--- config.mk ---
export PLATFORM = sky130hd
export DESIGN_NAME = serial_accumulator
export DESIGN_NICKNAME = d
export VERILOG_FILES = /design/src/rtl/serial_accumulator.sv
export SDC_FILE = /design/constraint.sdc
export NUM_CORES = 1
export LEC_CHECK = 0
export BUFFER_PORTS_ARGS = -buffer_cell sky130_fd_sc_hd__buf_2
export CAP_MARGIN = 10
export CORE_MARGIN = 3
export CORE_UTILIZATION = 40
export CTS_BUF_LIST = sky130_fd_sc_hd__clkbuf_2 sky130_fd_sc_hd__clkbuf_4 sky130_fd_sc_hd__clkbuf_8
export DETAILED_ROUTE_END_ITERATION = 12
export PLACE_DENSITY = 0.74
export SYNTH_ARGS = -nofsm -noshare
export SYNTH_HDL_FRONTEND = slang
export SYNTH_SLANG_ARGS = --single-unit
--- constraint.sdc ---
create_clock -name clk -period 2.1 [get_ports clk]
set_clock_uncertainty 0.1 [all_clocks]
set_input_delay 0.21 -clock clk [delete_from_list [all_inputs] [get_ports clk]]
set_output_delay 0.21 -clock clk [all_outputs]
set_load 0.01 [all_outputs]
--- src/rtl/serial_accumulator.sv ---
`default_nettype none
// ============================================================================
// Module   : serial_accumulator
// Purpose  : Bit-serial add/subtract stage. An LSB-first operand stream is
//            added into, or subtracted from, a circulating WIDTH-bit
//            two's-complement accumulator, one bit per clock. Sum bits enter
//            at the MSB, so the register is realigned after WIDTH cycles.
// Ports    : clk        - system clock, rising edge
//            rst        - synchronous active-high reset
//            word_start - strobe coincident with operand bit 0
//            in_bit     - serial operand, LSB first
//            op[1:0]    - 00 hold, 01 add, 10 subtract, 11 clear
//            acc_bit    - accumulator bit consumed this cycle (acc[0])
//            acc_word   - parallel accumulator (valid while idle)
//            word_done  - one-cycle pulse after the last bit is written
//            overflow   - sticky two's-complement overflow
//            frame_err  - sticky, word_start seen while busy
// Config   : SERIAL_ACC_OVERFLOW_EN - define to build overflow detection;
//            when undefined, overflow is tied low.
// Revision : 1.0 - initial release
// ============================================================================
module serial_accumulator #(
    parameter int WIDTH = 35
) (
    input  logic             clk,
    input  logic             rst,
    input  logic             word_start,
    input  logic             in_bit,
    input  logic [1:0]       op,
    output logic             acc_bit,
    output logic [WIDTH-1:0] acc_word,
    output logic             word_done,
    output logic             overflow,
    output logic             frame_err
);

    // Counter is always 6 bits wide: enough for WIDTH up to 64.
    localparam int              CNT_W      = 6;
    localparam logic [CNT_W-1:0] C_LAST_CNT = CNT_W'(WIDTH - 1);

    localparam logic [1:0] OP_HOLD  = 2'b00;
    localparam logic [1:0] OP_ADD   = 2'b01;
    localparam logic [1:0] OP_SUB   = 2'b10;
    localparam logic [1:0] OP_CLEAR = 2'b11;

    typedef enum logic [0:0] {
        S_IDLE = 1'b0,
        S_RUN  = 1'b1
    } state_t;

    state_t           state_q, state_d;
    logic [CNT_W-1:0] cnt_q,   cnt_d;
    logic [WIDTH-1:0] acc_q,   acc_d;
    logic             cy_q,    cy_d;
    logic [1:0]       op_q,    op_d;
    logic             done_q,  done_d;
    logic             ferr_q,  ferr_d;

    // ------------------------------------------------------------------
    // Serial datapath: two half-adder cells with a delayed carry
    // ------------------------------------------------------------------
    logic       w_accept;   // word_start taken in IDLE: bit 0 this cycle
    logic       w_last;     // processing bit WIDTH-1 this cycle
    logic [1:0] w_op;       // op in force for the bit being processed
    logic       w_a;
    logic       w_b;
    logic       w_cin;
    logic       w_sum;
    logic       w_cout;
    logic       w_arith;    // add or subtract in force

    assign w_accept = (state_q == S_IDLE) && word_start;
    assign w_last   = (state_q == S_RUN) && (cnt_q == C_LAST_CNT);

    // Bit 0 uses the op port directly; later bits use the latched copy.
    assign w_op    = (state_q == S_IDLE) ? op : op_q;
    assign w_arith = (w_op == OP_ADD) || (w_op == OP_SUB);
    assign w_a     = acc_q[0];

    always_comb begin
        w_b = 1'b0;
        if (w_op == OP_ADD) begin
            w_b = in_bit;
        end else if (w_op == OP_SUB) begin
            w_b = ~in_bit;
        end
    end

    // Subtract is a + ~b + 1: the +1 enters as the carry into bit 0.
    assign w_cin  = (state_q == S_IDLE) ? (w_op == OP_SUB) : cy_q;
    assign w_sum  = (w_op == OP_CLEAR) ? 1'b0 : (w_a ^ w_b ^ w_cin);
    assign w_cout = (w_a & w_b) | (w_a & w_cin) | (w_b & w_cin);

    // ------------------------------------------------------------------
    // Control: next-state and register updates
    // ------------------------------------------------------------------
    always_comb begin
        state_d = state_q;
        cnt_d   = cnt_q;
        acc_d   = acc_q;
        cy_d    = cy_q;
        op_d    = op_q;
        done_d  = 1'b0;
        ferr_d  = ferr_q;

        case (state_q)
            S_IDLE: begin
                if (word_start) begin
                    acc_d   = {w_sum, acc_q[WIDTH-1:1]};
                    cy_d    = w_cout;
                    op_d    = op;
                    cnt_d   = CNT_W'(1);
                    state_d = S_RUN;
                    if (op == OP_CLEAR) begin
                        ferr_d = 1'b0;
                    end
                end
            end
            S_RUN: begin
                acc_d = {w_sum, acc_q[WIDTH-1:1]};
                // A strobe mid-word is flagged but does not disturb the word.
                if (word_start) begin
                    ferr_d = 1'b1;
                end
                if (w_last) begin
                    state_d = S_IDLE;
                    cnt_d   = '0;
                    cy_d    = 1'b0;
                    done_d  = 1'b1;
                end else begin
                    cnt_d = cnt_q + CNT_W'(1);
                    cy_d  = w_cout;
                end
            end
            default: begin
                state_d = S_IDLE;
                cnt_d   = '0;
                cy_d    = 1'b0;
            end
        endcase
    end

    always_ff @(posedge clk) begin
        if (rst) begin
            state_q <= S_IDLE;
            cnt_q   <= '0;
            acc_q   <= '0;
            cy_q    <= 1'b0;
            op_q    <= OP_HOLD;
            done_q  <= 1'b0;
            ferr_q  <= 1'b0;
        end else begin
            state_q <= state_d;
            cnt_q   <= cnt_d;
            acc_q   <= acc_d;
            cy_q    <= cy_d;
            op_q    <= op_d;
            done_q  <= done_d;
            ferr_q  <= ferr_d;
        end
    end

    // ------------------------------------------------------------------
    // Overflow: carry into the sign bit differs from carry out of it
    // ------------------------------------------------------------------
`ifdef SERIAL_ACC_OVERFLOW_EN
    logic ovf_q, ovf_d;

    always_comb begin
        ovf_d = ovf_q;
        if (w_accept && (op == OP_CLEAR)) begin
            ovf_d = 1'b0;
        end else if (w_last && w_arith) begin
            ovf_d = ovf_q | (w_cin ^ w_cout);
        end
    end

    always_ff @(posedge clk) begin
        if (rst) begin
            ovf_q <= 1'b0;
        end else begin
            ovf_q <= ovf_d;
        end
    end

    assign overflow = ovf_q;
`else
    assign overflow = 1'b0;
`endif

    assign acc_bit   = acc_q[0];
    assign acc_word  = acc_q;
    assign word_done = done_q;
    assign frame_err = ferr_q;

endmodule
`default_nettype wire

# Word level (Yosys, flattened, before mapping)

Cells that the tools add are included.

Muxes and demuxes: 21
Add/subtract/negate cells: 1
Reductions and logical operators: 4
Equality and inequality tests: 8
Bitwise gates (word level): 9

Operator list:

| operator              | number |
|---|---|
| $pmux W35 S2          | 1 |
| $mux W35              | 1 |
| $mux W1               | 12 |
| $mux W6               | 2 |
| $pmux W6 S2           | 1 |
| $add A6 B1 Y6 const B | 1 |
| $eq A2 B2 Y1 const B  | 3 |
| $eq A6 B6 Y1 const B  | 1 |
| $pmux W1 S2           | 3 |
| $ne A2 B2 Y1 const B  | 2 |
| $and A1 B1 Y1         | 3 |
| $reduce_and A3 Y1     | 1 |
| $eq A2 B1 Y1 const B  | 1 |
| $mux W2               | 1 |
| $ne A2 B1 Y1 const B  | 1 |
| $not A1 Y1            | 2 |
| $or A1 B1 Y1          | 2 |
| $reduce_and A2 Y1     | 1 |
| $reduce_or A2 Y1      | 1 |
| $xor A1 B1 Y1         | 2 |
| $logic_and A1 B1 Y1   | 1 |

Output and inout port bits: 39
Register bits: 47
Logic and storage cells: 50

# Logic depth before layout (Yosys ltp)

Depth after elaboration: 9
Gate-level depth with buffers: 6

# Worst setup path after synthesis

OpenSTA, ideal clock, no wires.

Path type: reg-to-reg
Start point: register state_q
End point: register acc_q[34] (netlist: acc_word[34])
Setup time: 0.070 ns
Buffers on the path: 1
Data arrival time: 1.468 ns
Path slack: 0.462 ns
Required time: 1.930 ns
Stages on the path, launching flop included: 7
Cell sequence: dfxtp_1 > buf_2 > nor2_1 > a22o_1 > fa_1 > o2111ai_1 > a21oi_1

Longest elaborated chain between the ends: 9
Elaborated cells between the ends (all ways): 14
Classes of those cells: 4 x eq/ne; 7 x mux; 3 x bitwise

Ends and longest elaborated chain:

| what                        | line   | text |
|---|---|---|
| start, declared             | 51     | `state_t state_q, state_d;` |
| start signal, assigned      | 153    | `state_q <= state_d;` |
| $mux W2                     | 76     | `assign w_op = (state_q == S_IDLE) ? op : op_q;` |
| $eq A2 B2 Y1                | 84, 90 |  |
| $mux W1                     | 84     | `end else if (w_op == OP_SUB) begin` |
| $mux W1                     | 82     | `if (w_op == OP_ADD) begin` |
| $xor A1 B1 Y1 (2 in series) | 91     | `assign w_sum = (w_op == OP_CLEAR) ? 1'b0 : (w_a ^ w_b ^ w_cin);` |
| $mux W1                     | 91     |  |
| $mux W35                    | 108    | `if (word_start) begin` |
| $pmux W35 S2                | 106    | `case (state_q)` |
| end signal, assigned        | 147    | `acc_q <= '0;` |
| end signal, assigned        | 155    | `acc_q <= acc_d;` |
| end, declared               | 53     | `logic [WIDTH-1:0] acc_q, acc_d;` |

Parallel ways exist; a longest one is shown, timed or not. The select of a mux whose other input is x is not followed.
A chain may end at the register's enable or synchronous reset.

# Final worst setup path

Start point: register state_q
End point: register acc_q[28] (netlist: acc_word[28])

Longest elaborated chain between the ends: 2
Elaborated cells between the ends (all ways): 3
Classes of those cells: 1 x eq/ne; 1 x mux; 1 x bitwise

Ends and longest elaborated chain:

| what |
|---|
| $not A1 Y1 (no source line) |
| $pmux W35 S2 / $ne A2 B2 Y1 (equally long branches) |

Parallel ways exist; a longest one is shown, timed or not.

==> summary.txt <==
Outcome
  • Status: finished clean

Setup path
  • Worst R2R Path Depth: 5
  • CP arrival: 1.77 ns
  • Origin of the critical flop-to-flop path: state_q
  • CP max stage cell: nor2_2
  • CP cell instances: buf_4 > nor2_2 > buf_4 > nand2_1 > a21oi_1
  • Worst Path Required: 2.22 ns
  • Crit path from: state_q
  • Cell mode on critical path: buf_4
  • FF-to-FF setup slack: 0.45 ns
  • Worst setup path category: flop to flop
  • Critical path fanouts, max: 17
  • Crit start category: flop
  • R2R Path End: acc_word[28]
  • Crit path capture type: flop
  • Max stage delay on crit path: 0.38 ns
  • CP endpoint: acc_word[28]

Clock tree
  • H-Tree Depth: 2
  • CTS root buf: clkbuf_8
  • Setup bufs post-CTS: 0
  • Clock latency on the worst-skew pair: 0.29 ns
  • CTS tree: done
  • Clk buf depth: 2
  • CTS clk-pin slew, worst paths: 0.08 ns
  • CTS Sinks: 47
  • Cts hold-fix bufs: 0
  • Post-CTS Resized: 0
  • CTS Buf Count: 5

Pwr
  • Int Power: 1.20 mW
  • Worst vdd ir: 0.485 mV
  • Sw Ratio: 24.2%
  • Comb power frac: 7.7%
  • Flop pwr share: 57.8%
  • Overall Power: 1.59 mW
  • Clock group share of total power: 34.4%
  • Net Switching: 384 µW
  • Static Leak: 0.896 nW
  • Pwr Density: 712 nW/µm²

STA
  • Slew HR: 63.9%
  • Fin. max-slew vios: 0
  • Measured slew at the worst slew-check pin: 0.542 ns
  • RSZ-0062 raised after global routing: no
  • Hold_ws: 0.0982 ns
  • Count of final hold-check violations: 0
  • Setup TNS: 0 ns
  • Tcrit/Tclk final: 78.5%
  • Setup violators final: 0
  • Crit path time final: 1.65 ns
  • Maximum clock rate: 0.606 GHz

Global route
  • Initial antenna violation count: 0
  • GR Overflow Total: 0
  • Global-route wire length before repair: 6.47 mm
  • Largest net degree at the start of global routing: 30
  • Overall Global Routing Usage: 14.8%
  • Vias in the first global route: 1429

Routing
  • Pre-antenna DRT Iters: 4
  • Residual DRC count: 0
  • Post-DR vias/cell: 5.04
  • Initial DRC Count: 92
  • Wirelength per Cell: 12.5 µm
  • DRT antenna net count: 0
  • Total vias in the final route: 1627
  • WL final: 4.02 mm

Floorplanning
  • Die footprint: 5640 µm²
  • Site Rows: 24
  • Starting Density: 42.7%
  • I/O Pins: 45
  • Die W: 75.1 µm
  • Chip height: 75.1 µm
  • Core area: 4470 µm²

Logic synthesis
  • Syn nets: 240
  • Synth area leader: dfxtp_1
  • Synth area leaders: dfxtp_1, nand2_1, a21oi_1
  • Yosys warning count: 0
  • Synth Register Bits: 47
  • Distinct cells, synth: 37
  • Synthesized area: 1910 µm²
  • Sequential area share after synthesis: 49.2%
  • Cells after Synth: 231
  • Yosys top cell area share: 49.2%
  • Mean post-synth cell area: 8.27 µm²

Place
  • Port buffer count: 43
  • Hpwl dp: 2.75 mm
  • Routability cong.: 0.850

Cells and area
  • Commonest non-fill, non-tap cell in the layout: nand2_1
  • Fraction of layout cells with a size suffix above 1: 22.9%
  • Most frequent cells in the layout: nand2_1, dfxtp_1, buf_2
  • Final net count: 280
  • Layout fillers: 444
  • Ant. Diodes: 0
  • Area growth syn-to-layout: 16.6%

Worst hold path
  • Worst Hold Class: primary input to flop

Run
  • Max-cap violations: 0
==> power by group through the flow <==
stage | Clock [mW] | Combinational, mW | Sequential, mW
6_report | 0.547 | 0.123 | 0.918
2_1_floorplan | 0 | 0.0924 | 0.937
3_3_place_gp | 0 | 0.121 | 0.938
4_1_cts | 0.561 | 0.124 | 0.918
3_5_place_dp | 0 | 0.123 | 0.939
5_1_grt | 0.595 | 0.139 | 0.921
==> flip-flops by register name, indices dropped and copies added (netlist names) <==
register   flops
acc_word      35
cnt_q          6
op_q           2
cy_q           1
frame_err      1
state_q        1
word_done      1
==> metrics by stage <==
step	setup slack [ns]	cells	utilization [%]	area, µm²
final	0.451	323	49.8	2230
after global routing	0.290	323	49.8	2230
after CTS	0.416	323	49.8	2230
after detailed placement	0.405	316	47.8	2140
after global placement	0.409	316	47.8	2140
after floorplan	0.462	231	-	1910
==> critical path, delay by kind of cell (launching register included) <==
family          cells  cell delay, ns
flops               1            0.37
simple gates        2            0.46
compound gates      1            0.13
buf+inv             2            0.52
==> synthesized netlist by cell type <==
cell / instances
nand2_1: 77
dfxtp_1: 47
a21oi_1: 41
nor2_1: 7
buf_2: 6
buf_4: 5
clkbuf_1: 4
o21ai_0: 4
nand3_1: 3
nor2b_1: 3
nor3_1: 3
a41oi_1: 2
buf_6: 2
ha_1: 2
inv_1: 2
nor3b_1: 2
a2111oi_2: 1
a211oi_1: 1
a22o_1: 1
a22oi_1: 1
a311oi_1: 1
a31oi_1: 1
and3_1: 1
and3_4: 1
and3b_1: 1
conb_1: 1
fa_1: 1
nand2b_1: 1
nand3b_1: 1
nand4b_1: 1
nand4bb_4: 1
nor4b_1: 1
o2111ai_1: 1
o211ai_1: 1
o41ai_2: 1
or2_1: 1
xnor2_1: 1
==> cells by family after synthesis <==
| logic type | Yosys count | synth area share [%] |
|---|---|---|
| adder cells (fa/ha/maj) | 3 | 2.36 |
| XOR/XNOR | 1 | 0.458 |
| AND/OR/NAND/NOR | 104 | 24.6 |
| AO/OA/AOI/OAI | 56 | 17.2 |
| other | 1 | 0.196 |
| buffers and inverters | 19 | 5.89 |
| flip-flops | 47 | 49.2 |
==> routing by layer <==
metal | wire [µm] | up-vias | track usage (%)
met2 | 1740 | 38 | 22.7
met5 | 0 | - | 0
met1 | 2000 | 737 | 19.9
li1 | - | 847 | -
met4 | 43 | 0 | 4.74
met3 | 238 | 5 | 4.41
==> worst min path at each step <==
stage / startpoint / end / cells past startpoint
2_1_floorplan: rst / cnt_q[0] / 1
5_1_grt: op[1] / op_q[1] / 3
3_5_place_dp: acc_word[30] / acc_word[30] / 2
6_report: op[1] / op_q[1] / 3
4_1_cts: op[1] / op_q[1] / 3
3_3_place_gp: acc_word[2] / acc_word[2] / 2
==> final cells by class <==
| type | instances | area [µm²] | share of cell area, % |
|---|---|---|---|
| clock inverters | 1 | 5.00 | 0.225 |
| flip-flops and latches | 47 | 941 | 42.2 |
| repair buffers | 50 | 268 | 12.0 |
| multi-input cells | 165 | 860 | 38.6 |
| well taps | 52 | 65.1 | 2.92 |
| clock buffers | 6 | 82.6 | 3.71 |
| inverters | 2 | 7.51 | 0.337 |
Power figures use the tool's default switching activity.
